File: src/rtl/regfile_scoreboard.sv
// Register-file client with per-register pending-write counters.
// Stalls issue on RAW and counter-full hazards and bypasses same-cycle writeback data.
module regfile_scoreboard #(
  parameter int PEND_MAX = 3
) (
  input  logic        CLK,
  input  logic        nRST,
  input  logic        issue_valid,
  input  logic [4:0]  issue_rs,
  input  logic [4:0]  issue_rt,
  input  logic [4:0]  issue_rd,
  input  logic        issue_wr,
  output logic        issue_ready,
  output logic [31:0] op1,
  output logic [31:0] op2,
  input  logic        wb_valid,
  input  logic [4:0]  wb_sel,
  input  logic [31:0] wb_dat,
  output logic        rf_WEN,
  output logic [4:0]  rf_wsel,
  output logic [31:0] rf_wdat,
  output logic [4:0]  rf_rsel1,
  output logic [4:0]  rf_rsel2,
  input  logic [31:0] rf_rdat1,
  input  logic [31:0] rf_rdat2,
  output logic        busy,
  output logic [6:0]  outstanding,
  output logic        wb_err
);

  localparam logic [1:0] PMAX = 2'(PEND_MAX);

  logic [1:0] cnt     [32];
  logic [1:0] cnt_nxt [32];
  logic [6:0] outstanding_q;
  logic [6:0] outstanding_nxt;
  logic       busy_q;
  logic       wb_err_q;

  logic       wb_live;
  logic       rs_hit;
  logic       rt_hit;
  logic       rd_hit;
  logic       rs_pend;
  logic       rt_pend;
  logic       rd_full;
  logic       accept;
  logic       inc_any;
  logic       dec_any;
  logic       err_evt;
  logic [1:0] cnt_rs;
  logic [1:0] cnt_rt;
  logic [1:0] cnt_rd;
  logic [1:0] cnt_wb;

  assign wb_live = wb_valid && (wb_sel != 5'd0);

  assign rf_WEN   = wb_live;
  assign rf_wsel  = wb_sel;
  assign rf_wdat  = wb_dat;
  assign rf_rsel1 = issue_rs;
  assign rf_rsel2 = issue_rt;

  assign cnt_rs = cnt[issue_rs];
  assign cnt_rt = cnt[issue_rt];
  assign cnt_rd = cnt[issue_rd];
  assign cnt_wb = cnt[wb_sel];

  // wb_live already excludes r0, so every hit below is on a real register
  assign rs_hit = wb_live && (wb_sel == issue_rs);
  assign rt_hit = wb_live && (wb_sel == issue_rt);
  assign rd_hit = wb_live && (wb_sel == issue_rd);

  // A source is still pending unless the last outstanding write retires this cycle
  assign rs_pend = (issue_rs != 5'd0) && (cnt_rs != 2'd0) && !(rs_hit && (cnt_rs == 2'd1));
  assign rt_pend = (issue_rt != 5'd0) && (cnt_rt != 2'd0) && !(rt_hit && (cnt_rt == 2'd1));
  assign rd_full = issue_wr && (issue_rd != 5'd0) && (cnt_rd == PMAX) && !rd_hit;

  assign issue_ready = !(rs_pend || rt_pend || rd_full);

  assign op1 = rs_hit ? wb_dat : rf_rdat1;
  assign op2 = rt_hit ? wb_dat : rf_rdat2;

  assign accept  = issue_valid && issue_ready;
  assign inc_any = accept && issue_wr && (issue_rd != 5'd0);
  assign dec_any = wb_live && (cnt_wb != 2'd0);
  assign err_evt = wb_live && (cnt_wb == 2'd0);

  always_comb begin
    for (int r = 0; r < 32; r++) begin
      cnt_nxt[r] = cnt[r];
    end
    for (int r = 1; r < 32; r++) begin
      if (inc_any && (issue_rd == 5'(r)) && !(dec_any && (wb_sel == 5'(r)))) begin
        cnt_nxt[r] = cnt[r] + 2'd1;
      end else if (dec_any && (wb_sel == 5'(r)) && !(inc_any && (issue_rd == 5'(r)))) begin
        cnt_nxt[r] = cnt[r] - 2'd1;
      end
    end
    cnt_nxt[0] = 2'd0;
  end

  always_comb begin
    outstanding_nxt = outstanding_q;
    if (inc_any && !dec_any) begin
      outstanding_nxt = outstanding_q + 7'd1;
    end else if (dec_any && !inc_any) begin
      outstanding_nxt = outstanding_q - 7'd1;
    end
  end

  always_ff @(posedge CLK or negedge nRST) begin
    if (!nRST) begin
      for (int r = 0; r < 32; r++) begin
        cnt[r] <= 2'd0;
      end
      outstanding_q <= 7'd0;
      busy_q        <= 1'b0;
      wb_err_q      <= 1'b0;
    end else begin
      for (int r = 0; r < 32; r++) begin
        cnt[r] <= cnt_nxt[r];
      end
      outstanding_q <= outstanding_nxt;
      busy_q        <= (outstanding_nxt != 7'd0);
      if (err_evt) begin
        wb_err_q <= 1'b1;
      end
    end
  end

  assign busy        = busy_q;
  assign outstanding = outstanding_q;
  assign wb_err      = wb_err_q;

endmodule

File: config.mk
export PLATFORM = sky130hd
export DESIGN_NAME = regfile_scoreboard
export DESIGN_NICKNAME = d
export VERILOG_FILES = /design/src/rtl/regfile_scoreboard.sv
export SDC_FILE = /design/constraint.sdc
export NUM_CORES = 1
export LEC_CHECK = 0
export CAP_MARGIN = 20
export CORE_UTILIZATION = 51
export CTS_BUF_LIST = sky130_fd_sc_hd__clkbuf_16
export CTS_CLUSTER_SIZE = 8
export DETAILED_ROUTE_END_ITERATION = 12
export HOLD_SLACK_MARGIN = 0.06
export PLACE_DENSITY = 0.88
export SLEW_MARGIN = 20
export SYNTH_ARGS = -nofsm -noshare
export SYNTH_HDL_FRONTEND = slang
export SYNTH_SLANG_ARGS = --single-unit
export TNS_END_PERCENT = 20
File: constraint.sdc
create_clock -name CLK -period 5.47 [get_ports CLK]
set_input_delay 0.547 -clock CLK [delete_from_list [all_inputs] [get_ports CLK]]
set_output_delay 0.547 -clock CLK [all_outputs]
set_load 0.1 [all_outputs]
[Yosys cells after proc, flatten, opt, wreduce, memory -nomap -nowiden]
Cells that the tools add are included.
Word-level totals
  flip-flop bits (word level): 71
Cells by class
  reduce and logical (&&, ||, !) cells: 254
  equality and inequality tests: 68
  order comparisons: 4
  bitwise gates (word level): 4
  add/sub/neg operators: 64
  multiplexer cells: 78
Operators by type and width (number)
  == test 5 bit, second input constant: 32
  logical AND 1 bit: 144
  2-to-1 mux 2 bit: 70
  == test 5 x 4 -> 1 bit, second input constant: 16
  logical NOT 1 bit: 68
  nonzero test 2 bit: 34
  2-to-1 mux 32 bit: 2
  adder 2 x 1 -> 2 bit, second input constant: 31
  subtractor 2 x 1 -> 2 bit, second input constant: 31
  binary-select mux 2 bit (select 5 bit): 4
  == test 5 x 3 -> 1 bit, second input constant: 8
  >= comparator 6 bit, second input constant: 4
  NOT 5 -> 6 bit: 4
  == test 5 x 2 -> 1 bit, second input constant: 4
  nonzero test 5 bit: 4
  == test 5 bit: 3
  2-to-1 mux 7 bit: 2
  == test 5 x 1 -> 1 bit, second input constant: 2
  adder 7 x 1 -> 7 bit, second input constant: 1
  nonzero test 7 bit: 1
  subtractor 7 x 1 -> 7 bit, second input constant: 1
  == test 2 x 1 -> 1 bit, second input constant: 2
  == test 2 bit, second input constant: 1
  logical NOT 2 bit: 1
  logical OR 1 bit: 2

[Depth between registers and ports, before layout]
Gate-level depths: netlist of the first run.
  depth after elaboration: 19
  depth in mapped cells: 16
  mapped depth without buffers: 13

[Worst setup path before layout of the first run]
OpenSTA, ideal clock, no wires.
  path type: input to output
  start: input wb_sel[4]
  end: output issue_ready
  stages: 7
  buffers on the path: 1
  path slack: 690 ps
  data arrival time: 4233 ps
  path through: clkbuf_1 o41ai_4 inv_1 a41oi_1 nand4_1 nand4_1 nor3_1
On the way
  cells in the longest elaborated chain, start to end: 9
  elaborated cells on any way between the ends: 19
  classes of those cells: eq/ne (3); reduce/logical (16)
Ends and longest elaborated chain
  from (decl): RTL line 17  | input logic [4:0] wb_sel,
  nonzero test 5 bit *: RTL line 56  | assign wb_live = wb_valid && (wb_sel != 5'd0);
  logical AND 1 bit *: RTL line 56
  net rf_WEN: RTL line 19  | output logic rf_WEN,
  logical AND 1 bit (on tied branches): RTL line 70, 71
  logical AND 1 bit (on tied branches): RTL line 75, 76
  logical NOT 1 bit (on tied branches): RTL line 75, 76
  logical AND 1 bit (on tied branches): RTL line 75, 76
  logical OR 1 bit: RTL line 79  | assign issue_ready = !(rs_pend || rt_pend || rd_full);
  logical OR 1 bit *: RTL line 79
  logical NOT 1 bit *: RTL line 79
  to (decl): RTL line 13  | output logic issue_ready,
The timed path passes the listed nets; every way through them passes the cells marked *.

[Final worst setup path of the first run]
  start: input issue_rt[0]
  end: register cnt[29] in the netlist's numbering
On the way
  cells in the longest elaborated chain, start to end: 18
  elaborated cells on any way between the ends: 25
  classes of those cells: eq/ne (2); mux (4); bitwise (1); reduce/logical (18)
Ends and longest elaborated chain
  from (decl): RTL line 10  | input logic [4:0] issue_rt,
  NOT 5 -> 6 bit (not written as such): RTL line 65  | assign cnt_rt = cnt[issue_rt];
  binary-select mux 2 bit (select 5 bit): RTL line 65
  2-to-1 mux 2 bit (not written as such) (2 in a row): RTL line 65
  == test 2 x 1 -> 1 bit: RTL line 76  | assign rt_pend = (issue_rt != 5'd0) && (cnt_rt != 2'd0) && !(rt_hit && (cnt_rt == 2'd1));
  logical AND 1 bit: RTL line 76
  logical NOT 1 bit: RTL line 76
  logical AND 1 bit *: RTL line 76
  logical OR 1 bit * (2 in a row): RTL line 79
  logical NOT 1 bit *: RTL line 79
  logical AND 1 bit *: RTL line 84  | assign accept = issue_valid && issue_ready;
  logical AND 1 bit * (2 in a row): RTL line 85  | assign inc_any = accept && issue_wr && (issue_rd != 5'd0);
  logical AND 1 bit *: RTL line 94, 96
  logical NOT 1 bit: RTL line 96  | end else if (dec_any && (wb_sel == 5'(r)) && !(inc_any && (issue_rd == 5'(r)))) begin
  logical AND 1 bit: RTL line 96
  nonzero test 2 bit (no line)
  to (signal, indexed assignment): RTL line 122  | cnt[r] <= cnt_nxt[r];
  to (decl): RTL line 33  | logic [1:0] cnt [32];
Mark *: on every way between the ends. The rest lies on a longest branch, timed or not. The select of a mux whose other input is x is not followed.
A chain may end at the register's enable or synchronous reset.

==> reports/results.tsv, run 1 <==
stage	metric	value	unit
status	outcome	finished clean	
critical_path	path_delay_family	simple AND/OR/NAND/NOR gates	
synth	synth_compound_area_frac	0.0551	
pwr	p_sw	1840	uW
cts	cts_resized	0	
timing	final_hold_viol_count	0	
timing	worst_slack	0.841	ns
critical_path	start_kind	input pin	
die	fp.coreArea	13900	um^2
layout	area_growth	32.6	%
global_route	grt_pass1_vias	6649	
timing	tightestPinTransition	1.05	ns
global_route	grt_max_degree	72	
cts	htree_levels	3	
run	maxCapViolations	0	
place	io_buffers	242	
critical_path	cp-end-kind	flip-flop	
layout	final_core_util	0.693	
synth	synth.distinct_cells	65	
cts	postCtsSetupBuffers	0	
pwr	p_int	1910	uW
cts	clock-sinks	71	
layout	drive_gt1_frac	0.243	
critical_path	cp_num_buf_inv	2	
pwr	peakVddDrop	0.271	mV
global_route	grtUsageTotal	0.399	
pwr	power	3750	uW
place	pre_cts_slack	0.576	ns
detailed_routing	drt-initial-drc-count	910	
layout	fin_area	9610	um^2
pwr	power.density	390	nW/um^2
detailed_routing	postRouteAntennaNets	0	
pwr	comb_power_share	0.514	
place	placed_area	9330	um^2
timing	fin_crit_sh	0.846	
cts	clk_pin_slew	0.06	ns
synth	muxShareOfSynthArea	0.255	
place	globalplace.congestion	0.992	
layout	nets	1076	
synth	async_reset_ff_frac	1.00	
timing	rsz0062_at_grt	false	
cts	cts.hold.buffers_added	0	
timing	slew_headroom	0.301	
synth	syn-cell-area	7250	um^2
pwr	p_seq_frac	0.333	
timing	slew_violations	0	
synth	synth-adder-area-share	0.0599	
global_route	grt_first_pass_wirelength	42200	um
layout	final_cell_mix	clkdlybuf4s50_1 (176), buf_4 (84), mux2_2 (76)	
synth	netlist_instances	741	
synth	yosys_warnings	0	
detailed_routing	via_per_inst	6.32	
critical_path	arrival	4.86	ns
critical_path	crit_path_cell_trace	clkdlybuf4s50_1 -> buf_4 -> mux4_2 -> o22ai_1 -> o221ai_1 -> nand4b_1 -> o21ai_2 -> nor4_4 -> nand2_1 -> nor3_1 -> ha_1 -> xor2_1 -> nor2_1 -> xor2_1	
layout	final_common_cell	clkdlybuf4s50_1	
critical_path	critPathMaxStageDelay	0.70	ns
timing	finClkSkew	0.00803	ns
cts	clkLatencyLatePin	0.35	ns
synth	ys_seq_area_frac	0.245	
critical_path	crit_slowest_cell	nor4_4	
cts	cts_tree	built	
global_route	antenna_found_initial	1	
layout	fill_cells	1085	
timing	fmax	0.216	GHz
die	die_y	121	um
timing	tns	0	ns
die	io_pins	243	
place	post-dp-hpwl	22900	um
hold_path	min_path_type	in -> async	
critical_path	worst-setup-path-type	in -> reg	
cts	numCtsBuffers	9	
critical_path	required	5.70	ns
synth	synth-xor-area-share	0.139	
die	die_area	14700	um^2
synth	synth_flop_cell	dfrtp_1	
synth	ys_seq_elements	71	
layout	diodes	0	
detailed_routing	drt-total-wl	28700	um
detailed_routing	drc	0	
pwr	swShare	0.490	
cts	cts.path.max_buffers	2	
synth	synth_top_family_by_area	multiplexers	
critical_path	critPathMostFrequentCell	xor2_1	
pwr	pwr-share-clk	0.153	
detailed_routing	drt-wirelength-per-cell	25.9	um
synth	synth_area_per_cell	9.78	um^2
synth	synth_fp_nets	895	
critical_path	path_max_fanout	16	
timing	fin_crit	4.63	ns
pwr	cellLeakagePower	0.00405	uW
die	fp-row-count	43	
global_route	gr-total-overflow	0	
timing	final-setup-viol-count	0	
cts	root_buffer	clkbuf_16	
synth	synth_edf_count	0	
synth	synth-simple-area-share	0.164	
die	start_util	0.522	
detailed_routing	vias	6993	
detailed_routing	firstDrtPassIters	6	
die	die_x	121	um
-- through the flow --
stage                     std cells  hold WS [ns]
after floorplan                 741         0.251
after detailed placement       1091         0.458
after global placement         1091         0.459
after global routing           1107         0.494
after CTS                      1107         0.456
final                          1107         0.419
-- final timing paths --
check                            start       to  slack (ns)  cells past startpoint
setup reg to reg               cnt[38]  cnt[29]        1.35                     12
hold / removal                    nRST  cnt[45]        0.42                      2
max in group asynchronous         nRST  cnt[25]        4.47                      2
min in group CLK                wb_err   wb_err        0.47                      1
setup / recovery           issue_rt[0]  cnt[29]        0.84                     14
hold reg to reg                 wb_err   wb_err        0.47                      1
-- sequential cells by signal (all words and copies together), names as in the netlist --
name	flops
outstanding	7
wb_err	1
cnt	62
busy	1
-- cell families (layout without fill, tap and decap cells) --
kind of cell | Yosys count | after routing
XOR/XNOR | 115 | 115
multiplexers | 130 | 130
adder cells (fa/ha/maj) | 35 | 35
AND/OR/NAND/NOR | 236 | 236
buffers and inverters | 101 | 287
AO/OA/AOI/OAI | 53 | 53
flip-flops | 71 | 71
-- cell type report --
| cell class | count | area, um^2 | share of cell area |
|---|---|---|---|
| Clock buffer | 9 | 225 | 0.0234 |
| Timing Repair Buffer | 261 | 2400 | 0.249 |
| Inverter | 10 | 37.5 | 0.00390 |
| Clock inverter | 7 | 56.3 | 0.00586 |
| Tap cell | 180 | 225 | 0.0234 |
| Sequential cell | 71 | 1780 | 0.185 |
| Multi-Input combinational cell | 569 | 4890 | 0.509 |
-- synth_stat cells, types with 4 or more instances --
library cell   n  share of area
nor3_1        47          0.032
a21oi_1        7         0.0048
nand3_1        8         0.0055
buf_4         51          0.053
a221oi_1       4         0.0048
nand2_1       55          0.028
nor2b_1        7         0.0060
xnor2_1       42          0.051
mux2i_1       18          0.025
o21ai_0        9         0.0062
or3b_2         4         0.0048
and2_1         5         0.0043
ha_1          33          0.057
buf_1          5         0.0026
nand2b_1      10         0.0086
inv_1         10         0.0052
buf_2         12         0.0083
nor2_1        66          0.034
a31oi_1        4         0.0035
mux2_2        76           0.12
nand4_1        8         0.0069
xor2_1        73          0.088
dfrtp_1       71           0.25
mux4_2        34           0.11
clkbuf_1      22          0.011
-- per-layer routing --
layer | wire (um) | vias up | part of all wire | GRT usage
met4 | 1300 | 2 | 0.045 | 0.164
met3 | 4120 | 112 | 0.14 | 0.157
li1 | - | 2970 | - | -
met5 | 11 | - | 0.00038 | 0
met2 | 12400 | 564 | 0.43 | 0.589
met1 | 10900 | 3345 | 0.38 | 0.518
-- worst reg2reg max path, delay by kind of cell (launching register included) --
kind	cells	cell delay, ns
muxes	2	0.82
adders and majority gates	1	0.20
and+or+nand+nor	6	2.10
xor gates and xnor gates	2	0.31
DFF	1	0.48
AOI/OAI and AO/OA	1	0.10
-- power by group through the flow --
stage	Sequential, uW	Clock (uW)	Combinational (uW)
3_3_place_gp	1220	0	1870
5_1_grt	1270	600	2020
6_report	1250	573	1930
3_5_place_dp	1220	0	1900
2_1_floorplan	1260	0	1300
4_1_cts	1220	573	1900
(Power assumes the default switching activity.)
==> inputs of run 2 (changes only) <==
- CORE_UTILIZATION: 51 -> 47
- PLACE_DENSITY: 0.88 -> 0.82
- clock period: 5.47 -> 4.85 ns (I/O delays scaled with it)
==> reports/results.tsv, run 2 (same netlist as run 1, synthesis figures left out) <==
stage	metric	value	unit
pwr	cellLeakagePower	0.00408	uW
cts	root_buffer	clkbuf_16	
detailed_routing	postRouteAntennaNets	0	
timing	fin_crit_sh	0.864	
layout	largest_reg_flops	62	
timing	rsz0062_at_grt	false	
critical_path	arrival	4.43	ns
global_route	grt_pass1_vias	6694	
die	fp-row-count	45	
timing	fin_crit	4.19	ns
timing	final_hold_viol_count	0	
layout	final_core_util	0.638	
critical_path	cp-end-kind	flip-flop	
cts	clock-sinks	71	
detailed_routing	drt-wirelength-per-cell	26.2	um
die	die_x	126	um
place	pre_cts_slack	0.414	ns
layout	area_growth	33.4	%
cts	htree_levels	3	
place	post-dp-hpwl	23400	um
cts	clk_pin_slew	0.06	ns
layout	drive_gt1_frac	0.251	
pwr	peakVddDrop	0.271	mV
place	globalplace.congestion	1.01	
detailed_routing	drc	0	
critical_path	path_max_fanout	16	
pwr	power.density	433	nW/um^2
critical_path	path_delay_family	buffers and inverters	
die	die_y	126	um
detailed_routing	drt-initial-drc-count	854	
global_route	antenna_found_initial	1	
critical_path	cp_num_buf_inv	2	
cts	clkLatencyLatePin	0.36	ns
detailed_routing	firstDrtPassIters	6	
detailed_routing	drt-total-wl	29400	um
timing	final-setup-viol-count	0	
layout	fill_cells	1269	
layout	final_common_cell	clkdlybuf4s50_1	
die	die_area	15900	um^2
detailed_routing	via_per_inst	6.25	
die	fp.coreArea	15100	um^2
detailed_routing	met3_wirelength	3670	um
cts	postCtsSetupBuffers	0	
detailed_routing	top_layer_used	met4	
detailed_routing	vias	7020	
global_route	grt_max_degree	37	
die	io_pins	243	
run	maxCapViolations	0	
global_route	grt_first_pass_wirelength	43500	um
cts	cts.hold.buffers_added	0	
layout	nets	1085	
critical_path	start_kind	input pin	
critical_path	r2r_setup_slack	1.19	ns
global_route	grtUsageTotal	0.376	
timing	tns	0	ns
status	outcome	finished clean	
critical_path	crit_path_cell_trace	clkdlybuf4s50_1 -> buf_4 -> mux4_2 -> mux2i_1 -> mux2i_1 -> mux2i_1 -> nand4_1 -> nor4_4 -> nand2_1 -> nor3_1 -> ha_1 -> xor2_1 -> nor2_1 -> xor2_1	
hold_path	min_path_type	in -> async	
layout	regMostFlops	cnt	
cts	cts.path.max_buffers	2	
cts	cts_resized	0	
timing	slew_violations	0	
critical_path	worst-setup-path-type	in -> reg	
layout	final_cell_mix	clkdlybuf4s50_1 (175), buf_4 (93), mux2_2 (76)	
detailed_routing	wl_met2	13000	um
die	start_util	0.478	
timing	worst_slack	0.661	ns
global_route	gr-total-overflow	0	
cts	cts_tree	built	
timing	slew_headroom	0.325	
timing	fmax	0.239	GHz
critical_path	critPathMostFrequentCell	mux2i_1	
timing	tightestPinTransition	1.01	ns
place	io_buffers	242	
critical_path	crit_slowest_cell	clkdlybuf4s50_1	
critical_path	required	5.09	ns
detailed_routing	drt-met1-wl	11300	um
timing	finClkSkew	0.00650	ns
cts	numCtsBuffers	9	
critical_path	critPathMaxStageDelay	1.06	ns
-- run 2: power by group --
part,switching [uW],internal (uW),leakage [uW]
clock,248,331,0.000129
combinational,1290,916,0.00306
sequential,543,864,0.000891
total,2080,2110,0.00408
-- run 2: path summary, 6_finish.rpt --
kind	from	end	cells after the start
hold reg to reg	wb_err	wb_err	1
setup / recovery	issue_rs[1]	cnt[29]	14
hold / removal	nRST	outstanding[3]	1
setup reg to reg	cnt[38]	cnt[29]	12
max in group asynchronous	nRST	cnt[41]	2
min in group CLK	wb_err	wb_err	1
-- run 2: per-stage QoR --
step	total power, uW	instances	hold slack, ns	cell area (um^2)
2_1_floorplan	2880	741	0.189	7250
3_3_place_gp	3500	1108	0.449	9420
3_5_place_dp	3550	1108	0.451	9420
4_1_cts	4150	1122	0.254	9660
5_1_grt	4350	1122	0.284	9660
6_report	4190	1123	0.220	9670
-- run 2: final cells by class --
type | count | area (um^2) | share of cell area
Antenna cell | 1 | 2.50 | 0.000259
Clock buffer | 9 | 225 | 0.0233
Clock inverter | 5 | 20.0 | 0.00207
Inverter | 10 | 37.5 | 0.00388
Multi-Input combinational cell | 569 | 4890 | 0.506
Sequential cell | 71 | 1780 | 0.184
Tap cell | 188 | 235 | 0.0243
Timing Repair Buffer | 270 | 2470 | 0.256
-- run 2: layer usage --
layer	global-route usage	vias to the layer above
met5	0	-
met4	0.172	0
met3	0.0973	114
met2	0.580	542
met1	0.495	3373
li1	-	2991
-- run 2: worst reg2reg max path: stages (launching register included) --
cell and delay [ns]:
dfrtp_1 0.47, mux4_1 0.51, mux2_2 0.31, or3_1 0.32
nand4b_1 0.11, o21ai_2 0.10, nor4_4 0.35, nand2_1 0.43
nor3_1 0.36, ha_1 0.21, xor2_1 0.16, nor2_1 0.07
xor2_1 0.14
